### src/rtl/decode_pkg.sv
// Shared types and encodings for the decode slice of the 16-bit pipelined CPU.
package decode_pkg;

    localparam int DATA_W = 16;
    localparam int REG_AW = 4;

    localparam logic [3:0] OP_NOP  = 4'h0;
    localparam logic [3:0] OP_ADD  = 4'h1;
    localparam logic [3:0] OP_SUB  = 4'h2;
    localparam logic [3:0] OP_ADDI = 4'h3;
    localparam logic [3:0] OP_BEQ  = 4'h4;
    localparam logic [3:0] OP_BLT  = 4'h5;
    localparam logic [3:0] OP_B    = 4'h6;
    localparam logic [3:0] OP_CMP  = 4'h7;
    localparam logic [3:0] OP_MOV  = 4'h8;
    localparam logic [3:0] OP_LDR  = 4'h9;
    localparam logic [3:0] OP_STR  = 4'hA;
    localparam logic [3:0] OP_MUL  = 4'hB;
    localparam logic [3:0] OP_SHL  = 4'hC;
    localparam logic [3:0] OP_SHR  = 4'hD;
    localparam logic [3:0] OP_AND  = 4'hE;

    localparam logic [2:0] ALU_ADD = 3'd0;
    localparam logic [2:0] ALU_SUB = 3'd1;
    localparam logic [2:0] ALU_MUL = 3'd2;
    localparam logic [2:0] ALU_SHL = 3'd3;
    localparam logic [2:0] ALU_SHR = 3'd4;
    localparam logic [2:0] ALU_AND = 3'd5;

    localparam logic [1:0] RI_RD2  = 2'b00;
    localparam logic [1:0] RI_RD3  = 2'b01;
    localparam logic [1:0] RI_SEXT = 2'b10;
    localparam logic [1:0] RI_ZEXT = 2'b11;

    typedef struct packed {
        logic       wbs;
        logic       wme;
        logic       mm;
        logic [2:0] ALUop;
        logic       wm;
        logic       am;
        logic       ni;
    } ctrl_t;

endpackage

### src/rtl/decode_ctrl.sv
// Combinational opcode decoder: control bundle, srcB select and register write enable.
module decode_ctrl
    import decode_pkg::*;
(
    input  logic [3:0] opcode_i,
    input  logic       flagN_i,
    input  logic       flagZ_i,
    output ctrl_t      ctrl_o,
    output logic [1:0] ri_o,
    output logic       wre_o
);

    always_comb begin
        ctrl_o = '0;
        ri_o   = RI_RD2;
        wre_o  = 1'b0;
        case (opcode_i)
            OP_ADD:  begin ctrl_o.ALUop = ALU_ADD; wre_o = 1'b1; end
            OP_SUB:  begin ctrl_o.ALUop = ALU_SUB; wre_o = 1'b1; end
            OP_ADDI: begin ctrl_o.ALUop = ALU_ADD; ri_o = RI_SEXT; wre_o = 1'b1; end
            OP_BEQ:  begin ri_o = RI_ZEXT; ctrl_o.ni = flagZ_i; end
            OP_BLT:  begin ri_o = RI_ZEXT; ctrl_o.ni = flagN_i; end
            OP_B:    begin ri_o = RI_ZEXT; ctrl_o.ni = 1'b1; end
            OP_CMP:  begin ctrl_o.ALUop = ALU_SUB; end
            OP_MOV:  begin ri_o = RI_SEXT; ctrl_o.mm = 1'b1; wre_o = 1'b1; end
            OP_LDR: begin
                ctrl_o.ALUop = ALU_ADD;
                ri_o         = RI_SEXT;
                ctrl_o.am    = 1'b1;
                ctrl_o.wbs   = 1'b1;
                wre_o        = 1'b1;
            end
            OP_STR: begin
                ctrl_o.ALUop = ALU_ADD;
                ri_o         = RI_SEXT;
                ctrl_o.am    = 1'b1;
                ctrl_o.wme   = 1'b1;
                ctrl_o.wm    = 1'b1;
            end
            OP_MUL:  begin ctrl_o.ALUop = ALU_MUL; wre_o = 1'b1; end
            OP_SHL:  begin ctrl_o.ALUop = ALU_SHL; wre_o = 1'b1; end
            OP_SHR:  begin ctrl_o.ALUop = ALU_SHR; wre_o = 1'b1; end
            OP_AND:  begin ctrl_o.ALUop = ALU_AND; wre_o = 1'b1; end
            default: ;
        endcase
    end

endmodule

### src/rtl/decode_stage.sv
// Decode stage: IF/ID register, control decode, operand selection and ID/EX register.
module decode_stage
    import decode_pkg::*;
#(
    parameter int DATA_W = 16,
    parameter int REG_AW = 4
) (
    input  logic              clk,
    input  logic              rst_n,
    input  logic [DATA_W-1:0] instruction_fetch,
    input  logic              fd_en,
    input  logic              flush,
    input  logic              flagN,
    input  logic              flagZ,
    output logic [REG_AW-1:0] a1,
    output logic [REG_AW-1:0] a2,
    output logic [REG_AW-1:0] a3,
    input  logic [DATA_W-1:0] rd1,
    input  logic [DATA_W-1:0] rd2,
    input  logic [DATA_W-1:0] rd3,
    output logic              wre,
    output logic              ni,
    output logic [DATA_W-1:0] instruction_decode,
    output logic              wbs_ex,
    output logic              wme_ex,
    output logic              mm_ex,
    output logic              wm_ex,
    output logic              am_ex,
    output logic              ni_ex,
    output logic [2:0]        ALUop_ex,
    output logic [DATA_W-1:0] srcA_ex,
    output logic [DATA_W-1:0] srcB_ex
);

    logic [DATA_W-1:0] instr_q, instr_d;
    ctrl_t             ctrl;
    logic [1:0]        ri;
    logic [DATA_W-1:0] sext, zext, srcB;
    ctrl_t             exCtrl_q, exCtrl_d;
    logic [DATA_W-1:0] srcAEx_q, srcAEx_d, srcBEx_q, srcBEx_d;

    decode_ctrl u_ctrl (
        .opcode_i (instr_q[15:12]),
        .flagN_i  (flagN),
        .flagZ_i  (flagZ),
        .ctrl_o   (ctrl),
        .ri_o     (ri),
        .wre_o    (wre)
    );

    assign sext = {{(DATA_W-8){instr_q[7]}}, instr_q[7:0]};
    assign zext = {{(DATA_W-12){1'b0}}, instr_q[11:0]};

    always_comb begin
        srcB = rd2;
        case (ri)
            RI_RD2:  srcB = rd2;
            RI_RD3:  srcB = rd3;
            RI_SEXT: srcB = sext;
            RI_ZEXT: srcB = zext;
            default: srcB = rd2;
        endcase
    end

    // Flush beats the load enable; a stalled IF/ID lets ID/EX re-capture the same decode.
    always_comb begin
        instr_d  = instr_q;
        exCtrl_d = ctrl;
        srcAEx_d = rd1;
        srcBEx_d = srcB;
        if (flush) begin
            instr_d  = '0;
            exCtrl_d = '0;
            srcAEx_d = '0;
            srcBEx_d = '0;
        end else if (fd_en) begin
            instr_d = instruction_fetch;
        end
    end

    always_ff @(posedge clk or negedge rst_n) begin
        if (!rst_n) begin
            instr_q  <= '0;
            exCtrl_q <= '0;
            srcAEx_q <= '0;
            srcBEx_q <= '0;
        end else begin
            instr_q  <= instr_d;
            exCtrl_q <= exCtrl_d;
            srcAEx_q <= srcAEx_d;
            srcBEx_q <= srcBEx_d;
        end
    end

    assign a1                 = instr_q[REG_AW-1:0];
    assign a2                 = instr_q[2*REG_AW-1:REG_AW];
    assign a3                 = instr_q[3*REG_AW-1:2*REG_AW];
    assign ni                 = ctrl.ni;
    assign instruction_decode = instr_q;
    assign wbs_ex             = exCtrl_q.wbs;
    assign wme_ex             = exCtrl_q.wme;
    assign mm_ex              = exCtrl_q.mm;
    assign wm_ex              = exCtrl_q.wm;
    assign am_ex              = exCtrl_q.am;
    assign ni_ex              = exCtrl_q.ni;
    assign ALUop_ex           = exCtrl_q.ALUop;
    assign srcA_ex            = srcAEx_q;
    assign srcB_ex            = srcBEx_q;

endmodule

### config.mk
export PLATFORM = sky130hd
export DESIGN_NAME = decode_stage
export DESIGN_NICKNAME = d
export VERILOG_FILES = /design/src/rtl/decode_pkg.sv /design/src/rtl/decode_ctrl.sv /design/src/rtl/decode_stage.sv
export SDC_FILE = /design/constraint.sdc
export NUM_CORES = 1
export LEC_CHECK = 0
export ABC_AREA = 1
export BUFFER_PORTS_ARGS = -buffer_cell sky130_fd_sc_hd__clkbuf_2
export CAP_MARGIN = 10
export CELL_PAD_IN_SITES_DETAIL_PLACEMENT = 0
export CELL_PAD_IN_SITES_GLOBAL_PLACEMENT = 1
export CORE_ASPECT_RATIO = 0.8
export CORE_MARGIN = 2
export CORE_UTILIZATION = 33
export CTS_CLUSTER_DIAMETER = 80
export DETAILED_ROUTE_END_ITERATION = 12
export PLACE_DENSITY = 0.87
export RECOVER_POWER = 25
export SYNTH_ARGS = -nofsm -noshare
export SYNTH_HDL_FRONTEND = slang
export SYNTH_SLANG_ARGS = --single-unit
### constraint.sdc
create_clock -name clk -period 3.58 [get_ports clk]
set_input_delay 0.358 -clock clk [delete_from_list [all_inputs] [get_ports clk]]
set_output_delay 0.358 -clock clk [all_outputs]
set_load 0.03 [all_outputs]
Word level (Yosys, flattened, before mapping) --
Index checks and enable logic that the tools add are counted.
Word-level totals: register bits 57, bits of input ports 70
Cells by class: eq/ne operators 17, mux-type cells 14, reduce and logical (&&, ||, !) cells 7
Operators with widths (number):
- 16-bit 2-to-1 mux | 4
- 16-bit case mux with 4 select lines | 1
- 4-bit equality test (second input constant) | 7
- 4-bit by 3-bit equality test with 1-bit output (second input constant) | 4
- 3-bit case mux with 5 select lines | 1
- 9-bit 2-to-1 mux | 1
- 9-bit OR reduction | 1
- 4-bit by 2-bit equality test with 1-bit output (second input constant) | 2
- 1-bit 2-to-1 mux | 5
- 2-bit equality test (second input constant) | 2
- 4-bit by 1-bit equality test with 1-bit output (second input constant) | 1
- 2-bit case mux with 2 select lines | 1
- 2-bit OR reduction | 2
- 4-bit OR reduction | 1
- 1-bit case mux with 3 select lines | 1
- 3-bit OR reduction | 1
- 2-bit by 1-bit equality test with 1-bit output (second input constant) | 1
- 2-bit zero test | 1
- 2-bit nonzero test | 1

Logic depth before layout (Yosys ltp) --
Gate-level depths: netlist (run 1).
word-level depth 6, mapped depth 8

Modules after synthesis --
Synthesis (run 1) repeated with hierarchy kept, for this count alone.
Second synthesis, totals: cell total of the unflattened synthesis 324, area, all modules 2666.3 um^2
Modules (own cells, without submodules):
- decode_stage | instances 1, cells each 283, area each 2481.1 um^2
- decode_ctrl | instances 1, cells each 41, area each 185.2 um^2

Worst setup path before layout (run 1) --
Ideal clock, no wire load.
path type register -> output, start point register instr_q[14] (netlist: instruction_decode[14]), end point output wre, arrival time 1.343 ns, required time 3.222 ns, setup slack 1.879 ns, stages on the path, launching flop included 4, buffers on the path 0, path through dfrtp_1 -> inv_1 -> nand2_1 -> o221ai_1
On the way: longest elaborated chain between the ends 3, elaborated cells on any way between the ends 11, classes of those cells 9 x eq/ne; 1 x mux; 1 x reduce/logical
RTL lines:
- start, declared | RTL line decode_stage.sv:35 | logic [DATA_W-1:0] instr_q, instr_d;
- start signal, assigned | RTL line decode_stage.sv:88 | instr_q <= instr_d;
- 4-bit by 1-bit equality test with 1-bit output, or another cell as far along | RTL line decode_ctrl.sv:17 | case (opcode_i)
- 9-bit OR reduction (no line) (*)
- 1-bit 2-to-1 mux (*) | RTL line decode_ctrl.sv:17
- end, declared | RTL line decode_stage.sv:21 | output logic wre,
Mark *: on every way between the ends. The rest lies on a longest branch, timed or not.

Worst setup path in the final report (run 1) --
start point register instr_q[12] (netlist: instruction_decode[12]), end point output ni
On the way: longest elaborated chain between the ends 2, elaborated cells on any way between the ends 4, classes of those cells 3 x eq/ne; 1 x mux
RTL lines:
- 4-bit by 3-bit equality test with 1-bit output | RTL line decode_ctrl.sv:17
- 1-bit case mux with 3 select lines (*) | RTL line decode_ctrl.sv:17
- end, declared | RTL line decode_stage.sv:22 | output logic ni,
Marks and branches as above.

==> results.cfg, run 1 <==
[logic_synthesis]
synth_area_leaders = dfrtp_1, nor2_1, inv_1
yosys.area.top_type_share_pct = 58.9
synth_area_per_cell_sq_um = 9.18
synthCells = 259
synthAdderAreaFrac_pct = 0
synth.cell_area_sq_um = 2380
synth_cell_type_count = 27
synth_most_common_cell = dfrtp_1
synth_top_cell_by_area = dfrtp_1
yosys_warnings = 0
ys_ff_latch = 56
synth_edf_count = 0
ys.flop_type = dfrtp_1
async_flop_share_pct = 100
synthSimpleGateAreaFrac_pct = 19.7
synth_common_cells = dfrtp_1, nor2_1, inv_1
synth_top_family_by_area = simple AND/OR/NAND/NOR gates
synth_xor_area_share_pct = 0
syn_nets = 329
synth_mux_area_share_pct = 0
synth_compound_area_share_pct = 7.37
seq_area_frac_synth_pct = 58.9

[timing]
fin_crit_sh_pct = 51.8
relSlewSlack_pct = 1.29
final.min_clock_period_ns = 1.85
worst_slew_pin_slew_ns = 1.48
setup_ws_ns = 1.73
setup_violations = 0
tns_ns = 0
fmax_ghz = 0.539
finalMaxSlewViolations = 0
rsz0062_at_grt = no
worst_clock_skew_ns = 0.00309
whs_ns = 0.220
hold_violations = 0

[clocking]
insertion_delay_ns = 0.31
cts_tree = done
cts_root_buf = clkbuf_8
clockBufferDepth = 2
cts_setup_buffers = 0
cts-resized-gates = 0
htree_num_levels = 2
cts_buffers = 5
hold_buffers = 0
cts.sinks = 56
cts.reportedPaths.clkPinSlew_ns = 0.10

[floorplanning]
num_rows = 27
die-area_sq_um = 7900
fp.dieW_um = 98.9
ios = 141
core_sq_um = 6930
die_h_um = 79.9
start_util_pct = 34.3

[final_layout]
nets = 439
fin_area_sq_um = 3070
final-seq-area_sq_um = 1400
nFillCells = 711
multi_input_area_sq_um = 643
fin_cells = 457
final_util_pct = 44.4
num_antenna_cells = 0
syn_to_final_growth_pct = 29.3
drive_gt1_share_pct = 39.2

[grt]
grt_pass1_vias = 1920
grt_pass1_wl_mm = 9.12
grt_use_total_pct = 14.7
antenna_found_initial = 0
grt_max_degree = 31
overflow = 0

[worst_setup_path]
cp.buffers_inverters = 2
worstPathCellList = nor2_1, inv_1, o22ai_1, nor2_1, clkbuf_2
critPathMaxStageDelay_ns = 0.46
crit_required_ns = 3.22
critPathArrivalTime_ns = 1.50
critPathCaptureType = primary output
critical_path_class = flip-flop to primary output
critPathTopFamily = flip-flops
cp_slowest_cell = dfrtp_1
start_kind = flip-flop
crit_top_cell = nor2_1
critPathMaxFanout = 6

[routing]
wl_mm = 5.71
drtAntennaViolNets = 0
via_per_inst = 4.30
first_pass_iters = 4
via_count = 1965
initialDrtViolationCount = 68
wire_per_inst_um = 12.5
drc = 0

[power_and_ir_drop]
peakVddDrop_mv = 0.172
total_power_mw = 1.38
power.density_nw_per_um2 = 448
p_leak_nw = 1.81

[placed_design]
portBuffers = 124
pre_cts_ws_ns = 1.54
place_area_sq_um = 2960
gp_congestion = 0.758
dp_cells = 449
dp_hpwl_mm = 4.21

[min_path]
hp-class = input pin to flip-flop

[run_status]
status = completed

[job]
cap_violations = 0
[registers in the layout, summed over array words and instances, names as in the netlist]
signal	cells
ALUop_ex	3
am_ex	1
instruction_decode	16
mm_ex	1
ni_ex	1
srcA_ex	16
srcB_ex	16
wbs_ex	1
wm_ex	1
[final cells by class]
cell class                 instances  share of cell area, %
sequential                        56                   45.6
multi-input combinational        134                   20.9
timing repair buffer             126                   20.6
inverter                          46                   5.66
tap                               87                   3.54
clock buffer                       5                   2.24
clock inverter                     3                   1.38
[final timing paths]
check	from	end	slack (ns)	depth (start not counted)
setup / recovery	instruction_decode[12]$_DFFE_PN0P_	ni	1.73	5
hold / removal	rd1[5]	srcA_ex[5]$_DFF_PN0_	0.22	3
setup reg to reg	instruction_decode[13]$_DFFE_PN0P_	srcB_ex[3]$_DFF_PN0_	2.16	7
hold reg to reg	instruction_decode[6]$_DFFE_PN0P_	instruction_decode[6]$_DFFE_PN0P_	0.57	2
max in group asynchronous	rst_n	ALUop_ex[2]$_DFF_PN0_	2.08	2
min in group asynchronous	rst_n	wm_ex$_DFF_PN0_	0.38	1
[tightest hold or removal path, stage by stage]
cell and delay (ns):
clkbuf_2 0.08, inv_1 0.04, nor2_1 0.03
[per-layer routing]
layer  GRT usage (%)  up-vias  wire (um)
met5               0        -          0
met4            5.21        0         53
met3            4.29        5        444
met2            24.7       73       2680
met1            18.2      892       2530
li1                -      995          -
[cell usage in the layout, fill, tap and decap left out, types with 2 or more instances in the layout]
master	n
clkbuf_2	123
dfrtp_1	56
nor2_1	51
inv_1	42
nand3_1	21
nand2_1	17
o21ai_1	12
o21ai_0	12
a21oi_1	5
clkbuf_8	5
inv_2	2
nand3_4	2
nor3_1	2
clkinv_2	2
nand2_2	2
nand3_2	2
nor2_2	2
buf_4	2
[kinds of logic after synthesis]
group / count (synthesis)
AND/OR/NAND/NOR: 101
buffers and inverters: 69
flip-flops: 56
AO/OA/AOI/OAI: 33
[power by group]
| group | leakage (nW) | switching (mW) | internal [mW] |
|---|---|---|---|
| combinational | 1.02 | 0.197 | 0.0798 |
| sequential | 0.738 | 0.0203 | 0.668 |
| clock | 0.0541 | 0.206 | 0.207 |
Power figures use the tool's default switching activity.
==> inputs of run 2 (changes only) <==
--- a/config.mk
+++ b/config.mk
@@ -12,10 +12,10 @@
 export CELL_PAD_IN_SITES_GLOBAL_PLACEMENT = 1
 export CORE_ASPECT_RATIO = 0.8
 export CORE_MARGIN = 2
-export CORE_UTILIZATION = 33
+export CORE_UTILIZATION = 30
 export CTS_CLUSTER_DIAMETER = 80
 export DETAILED_ROUTE_END_ITERATION = 12
-export PLACE_DENSITY = 0.87
+export PLACE_DENSITY = 0.81
 export RECOVER_POWER = 25
 export SYNTH_ARGS = -nofsm -noshare
 export SYNTH_HDL_FRONTEND = slang
==> constraint.sdc (replaced) <==
create_clock -name clk -period 1.8 [get_ports clk]
set_input_delay 0.18 -clock clk [delete_from_list [all_inputs] [get_ports clk]]
set_output_delay 0.18 -clock clk [all_outputs]
set_load 0.03 [all_outputs]
==> run 2 against run 1 <==
Compared with the run above: via count up 0.36%; clock power rose by 130%; critical endpoint is now wre; die area grew 9.5%; utilization shrank 4.2 points; sequential share of layout area is 0.86 points lower.
==> results.cfg, run 2 (same netlist as run 1, synthesis figures left out) <==
[run_status]
status = completed

[worst_setup_path]
r2r-start = instruction_decode[13]$_DFFE_PN0P_
cp-endpoint = wre
critPathArrivalTime_ns = 1.48
reg2reg_depth = 7
critical_path_class = flip-flop to primary output
rrSetupSlack_ns = 0.33
r2r-end = srcB_ex[2]$_DFF_PN0_
critPathCaptureType = primary output
crit_required_ns = 1.62
worstPathCellList = inv_1, nand2_1, o221ai_1, clkbuf_2
startpoint = instruction_decode[14]$_DFFE_PN0P_
critPathMaxStageDelay_ns = 0.48
start_kind = flip-flop
critPathMaxFanout = 6
cp_slowest_cell = dfrtp_1

[floorplanning]
die_h_um = 83.6
num_rows = 29
ios = 141
die-area_sq_um = 8660
fp.dieW_um = 104
core_sq_um = 7800
start_util_pct = 30.5

[clocking]
htree_num_levels = 2
hold_buffers = 0
cts_setup_buffers = 0
cts_root_buf = clkbuf_8
cts.reportedPaths.clkPinSlew_ns = 0.10
clockBufferDepth = 2
cts-resized-gates = 0
cts_tree = done
cts_buffers = 5
cts.sinks = 56
insertion_delay_ns = 0.30

[placed_design]
portBuffers = 124
gp_congestion = 0.799
dp_hpwl_mm = 4.19
dp_cells = 472

[routing]
via_per_inst = 4.12
first_pass_iters = 4
drc = 0
drtAntennaViolNets = 0
via_count = 1972
initialDrtViolationCount = 47
wl_mm = 5.84
wire_per_inst_um = 12.2

[power_and_ir_drop]
power_switching_uw = 829
share_comb_of_total_power_pct = 19.4
p_leak_nw = 1.83
power.density_nw_per_um2 = 915
internal_power_mw = 2.04
power_frac_seq_pct = 47.8
peakVddDrop_mv = 0.469
clock_power_share_pct = 32.8
swShare_pct = 28.9

[final_layout]
fin_cells = 479
final_util_pct = 40.1
drive_gt1_share_pct = 39.6
layout_common_cells = clkbuf_2, dfrtp_1, nor2_1, inv_1, nand3_1
num_antenna_cells = 0
nets = 441
syn_to_final_growth_pct = 31.7
final_common_cell = clkbuf_2

[timing]
relSlewSlack_pct = 7.31
finalMaxSlewViolations = 0
setup_violations = 0
rsz0062_at_grt = no
worst_slew_pin_slew_ns = 1.39
hold_violations = 0
worst_clock_skew_ns = 0.00794
fmax_ghz = 0.602
fin_crit_sh_pct = 92.2
whs_ns = 0.0454
tns_ns = 0
final.min_clock_period_ns = 1.66

[min_path]
hp-class = input pin to flip-flop
min_from = rd1[0]

[grt]
grt_use_total_pct = 13.8
antenna_found_initial = 0
use_met3_pct = 3.67
grt-busiest-layer = met2
grt_pass1_vias = 1953
grt_max_degree = 57
grtUsageMet2_pct = 22.5
grtUsageMet1_pct = 18.3
overflow = 0
grt_pass1_wl_mm = 9.48

[job]
cap_violations = 0
run 2: how the worst min path moves through the flow:
stage,to,slack [ns],depth (start not counted)
floorplan,ALUop_ex[0]$_DFF_PN0_,-0.12,0
global placement,wm_ex$_DFF_PN0_,0.35,2
detailed placement,wm_ex$_DFF_PN0_,0.37,2
CTS,srcA_ex[14]$_DFF_PN0_,0.03,2
global route,srcA_ex[7]$_DFF_PN0_,0.04,3
finish,srcA_ex[0]$_DFF_PN0_,0.05,3
run 2: through the flow:
step | power, mW | worst slack (ns) | instance area, sq um
global placement | 1.95 | 0.360 | 3000
finish | 2.87 | 0.140 | 3130
detailed placement | 1.96 | 0.323 | 3000
global route | 3.02 | 0.0349 | 3130
floorplan | 1.76 | 0.277 | 2380
CTS | 2.92 | 0.102 | 3130
run 2: power groups by stage:
| stage | combinational [mW] | clock (mW) | sequential, mW |
|---|---|---|---|
| after global routing | 0.608 | 1.03 | 1.38 |
| after global placement | 0.560 | 0 | 1.39 |
| after floorplan | 0.223 | 0 | 1.54 |
| final | 0.555 | 0.941 | 1.37 |
| after detailed placement | 0.565 | 0 | 1.40 |
| after CTS | 0.567 | 0.982 | 1.37 |
run 2: area by class of cell:
type	count	area [sq um]
clock buffer	5	68.8
clock inverter	2	60.1
fill	837	4670
inverter	46	174
multi-input combinational	134	646
sequential	56	1400
tap	108	135
timing repair buffer	128	647
run 2: routing by layer:
layer	wire length (um)	part of all wire [%]
met1	2700	46
met2	2680	46
met3	412	7.1
met4	45	0.77
met5	0	0
run 2: worst max-delay path, delay by kind of cell, from the launching register on:
kind | cells | cell delay (ns)
compound gates | 1 | 0.21
flops | 1 | 0.48
simple gates | 1 | 0.10
buf+inv | 2 | 0.40
